`src/rtl/pc_gen.sv`:
```
`default_nettype none
// ============================================================================
// Module : pc_gen
// Fetch-PC generator: sequential fetch over valid/ready, EX redirects (jal >
// jalr > branch), misaligned-target detection. Optional macro PC_GEN_TRAP_EN
// turns a misaligned redirect into a trap redirect instead of a halt.
// Rev    : 1.0  initial release
// ============================================================================
module pc_gen #(
  parameter int              PC_W       = 16,
  parameter logic [PC_W-1:0] RESET_PC   = '0,
  parameter int              INST_BYTES = 4
) (
  input  logic            clk,
  input  logic            rst,
  input  logic            stall_i,
  input  logic            jal_en_i,
  input  logic            jalr_en_i,
  input  logic            branch_en_i,
  input  logic [PC_W-1:0] ex_pc_i,
  input  logic [PC_W-1:0] imm_data_i,
  input  logic [PC_W-1:0] alu_data_i,
  output logic            fetch_valid_o,
  input  logic            fetch_ready_i,
  output logic [PC_W-1:0] fetch_pc_o,
  output logic            flush_o,
  output logic            misalign_o,
`ifdef PC_GEN_TRAP_EN
  input  logic [PC_W-1:0] trap_vec_i,
  output logic [PC_W-1:0] epc_o,
`endif
  output logic [PC_W-1:0] misalign_addr_o
);

  localparam int              c_align_w = (INST_BYTES == 4) ? 2 : 1;
  localparam logic [PC_W-1:0] c_inc     = PC_W'(INST_BYTES);
  localparam logic [PC_W-1:0] c_lsb_clr = {{(PC_W-1){1'b1}}, 1'b0};

  typedef enum logic [1:0] {
    BOOT  = 2'd0,
    RUN   = 2'd1,
    FAULT = 2'd2
  } state_t;

  state_t          state_q, state_d;
  logic [PC_W-1:0] pc_q, pc_d;
  logic            flush_q, flush_d;
  logic            misalign_q, misalign_d;
  logic [PC_W-1:0] misalign_addr_q, misalign_addr_d;
`ifdef PC_GEN_TRAP_EN
  logic [PC_W-1:0] epc_q, epc_d;
`endif

  logic            w_redirect;
  logic            w_misaligned;
  logic            w_fire;
  logic [PC_W-1:0] w_target;

  // jal and branch share the PC-relative adder; jalr only wins when jal is absent.
  assign w_redirect   = jal_en_i | jalr_en_i | branch_en_i;
  assign w_target     = (jalr_en_i & ~jal_en_i) ? (alu_data_i & c_lsb_clr)
                                                : (ex_pc_i + imm_data_i);
  assign w_misaligned = |w_target[c_align_w-1:0];
  assign w_fire       = fetch_valid_o & fetch_ready_i;

  always_comb begin
    state_d         = state_q;
    pc_d            = pc_q;
    flush_d         = 1'b0;
    misalign_addr_d = misalign_addr_q;
`ifdef PC_GEN_TRAP_EN
    misalign_d      = 1'b0;
    epc_d           = epc_q;
`else
    misalign_d      = misalign_q;
`endif
    case (state_q)
      BOOT: state_d = RUN;
      RUN: begin
        if (w_redirect) begin
          flush_d = 1'b1;
          if (w_misaligned) begin
            misalign_d      = 1'b1;
            misalign_addr_d = w_target;
`ifdef PC_GEN_TRAP_EN
            epc_d           = ex_pc_i;
            pc_d            = trap_vec_i & c_lsb_clr;
`else
            state_d         = FAULT;
`endif
          end else begin
            pc_d = w_target;
          end
        end else if (w_fire) begin
          pc_d = pc_q + c_inc;
        end
      end
      default: ;
    endcase
  end

  always_ff @(posedge clk) begin
    if (rst) begin
      state_q         <= BOOT;
      pc_q            <= RESET_PC;
      flush_q         <= 1'b0;
      misalign_q      <= 1'b0;
      misalign_addr_q <= '0;
`ifdef PC_GEN_TRAP_EN
      epc_q           <= '0;
`endif
    end else begin
      state_q         <= state_d;
      pc_q            <= pc_d;
      flush_q         <= flush_d;
      misalign_q      <= misalign_d;
      misalign_addr_q <= misalign_addr_d;
`ifdef PC_GEN_TRAP_EN
      epc_q           <= epc_d;
`endif
    end
  end

  assign fetch_valid_o   = (state_q == RUN) & ~stall_i;
  assign fetch_pc_o      = pc_q;
  assign flush_o         = flush_q;
  assign misalign_o      = misalign_q;
  assign misalign_addr_o = misalign_addr_q;
`ifdef PC_GEN_TRAP_EN
  assign epc_o           = epc_q;
`endif

endmodule
`default_nettype wire

```
`config.mk`:
```
export PLATFORM = sky130hd
export DESIGN_NAME = pc_gen
export DESIGN_NICKNAME = d
export VERILOG_FILES = /design/src/rtl/pc_gen.sv
export SDC_FILE = /design/constraint.sdc
export NUM_CORES = 1
export LEC_CHECK = 0
export ABC_AREA = 1
export CAP_MARGIN = 20
export CORE_ASPECT_RATIO = 1.75
export CORE_MARGIN = 2
export CORE_UTILIZATION = 35
export CTS_BUF_LIST = sky130_fd_sc_hd__clkbuf_16
export DETAILED_ROUTE_END_ITERATION = 8
export GPL_ROUTABILITY_DRIVEN = 0
export PLACE_DENSITY = 0.68
export RECOVER_POWER = 50
export SLEW_MARGIN = 20
export SYNTH_ARGS = -nofsm -noshare
export SYNTH_HDL_FRONTEND = slang
export SYNTH_SLANG_ARGS = --single-unit
```
`constraint.sdc`:
```
create_clock -name clk -period 1.9 [get_ports clk]
set_input_delay 0.285 -clock clk [delete_from_list [all_inputs] [get_ports clk]]
set_output_delay 0.285 -clock clk [all_outputs]
set_load 0.03 [all_outputs]
```
==> summary.md <==
| Metric | Value |
|---|---|
| Status | complete, no violations |
| Die Area | 0.008629 mm² |
| Row cnt | 42 |
| R2R depth | 12 |
| Setup CP Type | in2reg |
| EDFF count, synth | 0 |
| Max Slew Vio Count | 0 |
| Crit Path Max Fanout | 8 |
| Crit share post-route | 96.26% |
| Util after Layout | between 50% and 60% |
| Total wire length | 8039 µm |
| IR drop worst, VDD | about 0.33 mV |
| Maximum Capacitance Violations | 0 |
| Vias in the first global route | approximately 3200 |
| Initial core utilization | 36.17% |
| Die W | 71.09 µm |
| Power Density | 655.0 mW/mm² |
| Post-Synth Simple-Gate Area | a little under 40% |
| Hold buffer count at cts | 0 |
| Share of layout cells above drive strength 1 | ~17% |
| First-pass detailed-route iteration total | 6 |
| Worst setup SP type | primary input |
| N_diodes | 0 |
| Adder-Cell Fraction of Synth Area | ~8% |
| Area grow syn2layout | 56.20% |
| DRT iter0 DRCs | 153 |
| Yosys warning total | 0 |
| Relative slew slack | between 70% and 80% |
| Mux contribution to synthesized area | 0% |
| GRT overflow | 0 |
| Mapped Cells | 437 |
| Die Span Y | roughly 120 µm |
| Clk sinks | 36 |
| Worst-Margin Slew | roughly 370 ps |
| First-pass GRT wire length | 13780 µm |
| CTS Buffer Depth | 2 |
| Num CTS Buffers | 5 |
| # DRC | 0 |
| Antenna viol nets, final | 0 |
| Fin Setup TNS | 0 ps |
| WL per Instance | 12.60 µm |
| Largest family of logic cells by synthesized area | simple AND/OR/NAND/NOR gates |
| Clock skew | approximately 6.6 ps |
| #FFs+latches synth | 36 |
| Most frequent cells in the layout | nand2_1, inv_1, clkdlybuf4s50_1 |
| Synthesized area per cell | between 6 and 7 µm² |
| Syn_nets | 509 |
| Main synth FF type | dfxtp_1 |
| Complex-gate fraction of the synthesized area | roughly 15% |
| Minimum clock period after layout | 1829 ps |
| Via count | between 3000 and 4000 |
| Register area share after synthesis | a little over a quarter |
| Root Driver | clkbuf_16 |
| Commonest non-fill, non-tap cell in the layout | nand2_1 |
| Critical path arrival | 2000 ps |
| Core area | approximately 0.0076 mm² |
| Final #Nets | ~620 |
| All-Layer GR Usage | approximately 20% |
| Crit. End Element | flop |
| Synthesized area | between 0.002 and 0.003 mm² |
| Initial antenna violation count | 0 |
| Distinct cells, synth | 37 |
| Ys async rst share | 0% |
| Hold Fails Final Rpt | 0 |
| Fmax | ~550 MHz |
| HP Class | reg2reg |
| Port-buffer cells | 88 |
| RSZ-0062 raised after global routing | yes |
| Cell leakage power | roughly 2.2 nW |
| Crit path required time | around 2100 ps |
| Ports | 90 |
| Hpwl dp | 6478 µm |
| Htree depth | 2 |
| Setup-failing EPs final | 0 |
| Vias/cell | between 4 and 5 |
| Worst-path clk slew | about 50 ps |
| Clock Latency Late Sink | 280 ps |
| CTS tree | yes |
| Filler cells | around 710 |
| Largest net degree at the start of global routing | 22 |
| Hold Crit Depth | 2 |
| XOR/XNOR Fraction of Synth Area | roughly 1.6% |
==> through the flow <==
step / cells / power [W] / instance area (µm²) / hold WS, ps / worst slack, ps
final: 638 / 0.002820 / 4305 / 456.8 / 71.00
after global routing: 638 / 0.002994 / 4305 / 471.9 / -28.26
after CTS: 637 / 0.002787 / 4071 / 462.5 / -4.371
after detailed placement: 629 / 0.001996 / 3909 / 445.5 / -562.7
after global placement: 629 / 0.001982 / 3909 / 438.7 / -519.3
after floorplan: 437 / 0.001542 / 2756 / 466.5 / 22.47
==> routing by layer <==
| metal | GRT usage [%] | wire, µm |
|---|---|---|
| met4 | 10.85 | 256 |
| met5 | 0 | 0 |
| met1 | 21.28 | 3045 |
| met3 | 1.744 | 223 |
| met2 | 36.97 | 4513 |
==> path summary, 6_finish.rpt <==
check / to / slack [ps] / startpoint
worst max-delay path: misalign_addr_o[4]$_SDFFE_PP0P_ / 70 / ex_pc_i[0]
worst min-delay path: misalign_o$_SDFFE_PP0P_ / 460 / misalign_o$_SDFFE_PP0P_
worst max register to register: fetch_pc_o[14]$_SDFFE_PP0P_ / 220 / fetch_pc_o[3]$_SDFFE_PP0P_
worst min register to register: misalign_o$_SDFFE_PP0P_ / 460 / misalign_o$_SDFFE_PP0P_
==> synthesized netlist by cell type, types with 3 or more instances <==
master / instances / area (µm²)
nand2_1: 142 / 533.0
inv_1: 50 / 187.7
a21oi_1: 37 / 185.2
dfxtp_1: 36 / 720.7
nand3_1: 34 / 170.2
nor2_1: 30 / 112.6
ha_1: 16 / 200.2
o21ai_0: 16 / 80.08
a21o_1: 6 / 45.04
clkbuf_1: 6 / 22.52
a22o_1: 5 / 43.79
nand2_2: 5 / 31.28
nor2_4: 4 / 45.04
nor3_1: 4 / 20.02
xnor2_1: 4 / 35.03
buf_6: 3 / 33.78
inv_2: 3 / 11.26
nand3b_1: 3 / 22.52
o21ai_1: 3 / 15.01
or2_1: 3 / 18.77
==> layout make-up <==
class	instances	area [µm²]	share of cell area, %
multi-input combinational	336	1997	46.38
timing repair buffer	117	1134	26.33
timing repair inverter	1	7.507	0.1744
clock inverter	2	8.758	0.2034
sequential	36	720.7	16.74
clock buffer	5	125.1	2.906
tap	88	110.1	2.557
inverter	53	202.7	4.708
==> power by group <==
group	internal, W	switching, W
Combinational	0.000517	0.000632
Sequential	0.000836	0.0000679
Clock	0.000471	0.000296
Total	0.00182	0.000996
==> kinds of logic (layout without fill, tap and decap cells) <==
group,count (synthesis),in the layout
buffers and inverters,65,178
AND/OR/NAND/NOR,241,241
flip-flops,36,36
AO/OA/AOI/OAI,73,73
adder cells (fa/ha/maj),17,17
XOR/XNOR,5,5
==> flip-flops by register name, summed over array words and instances (netlist names) <==
register         flops
misalign_o           1
state_q              2
misalign_addr_o     16
flush_o              1
fetch_pc_o          16
==> what timing repair did <==
action	in CTS	in global routing
buffers inserted	0	1
cloned	1	0
resized for setup	13	52
endpoints found under the hold margin	0	0
endpoints found under the setup margin	31	30
pin swaps	6	20
==> worst max-delay path, cell delays in order <==
cell and delay [ps]:
clkbuf_2 90, ha_2 190, fa_2 560, inv_2 30, nand2_2 70, o21ai_4 60
nand2_4 90, nand3_4 70, nand2_4 100, clkinvlp_4 170, a22o_1 260
(Power assumes the default switching activity.)
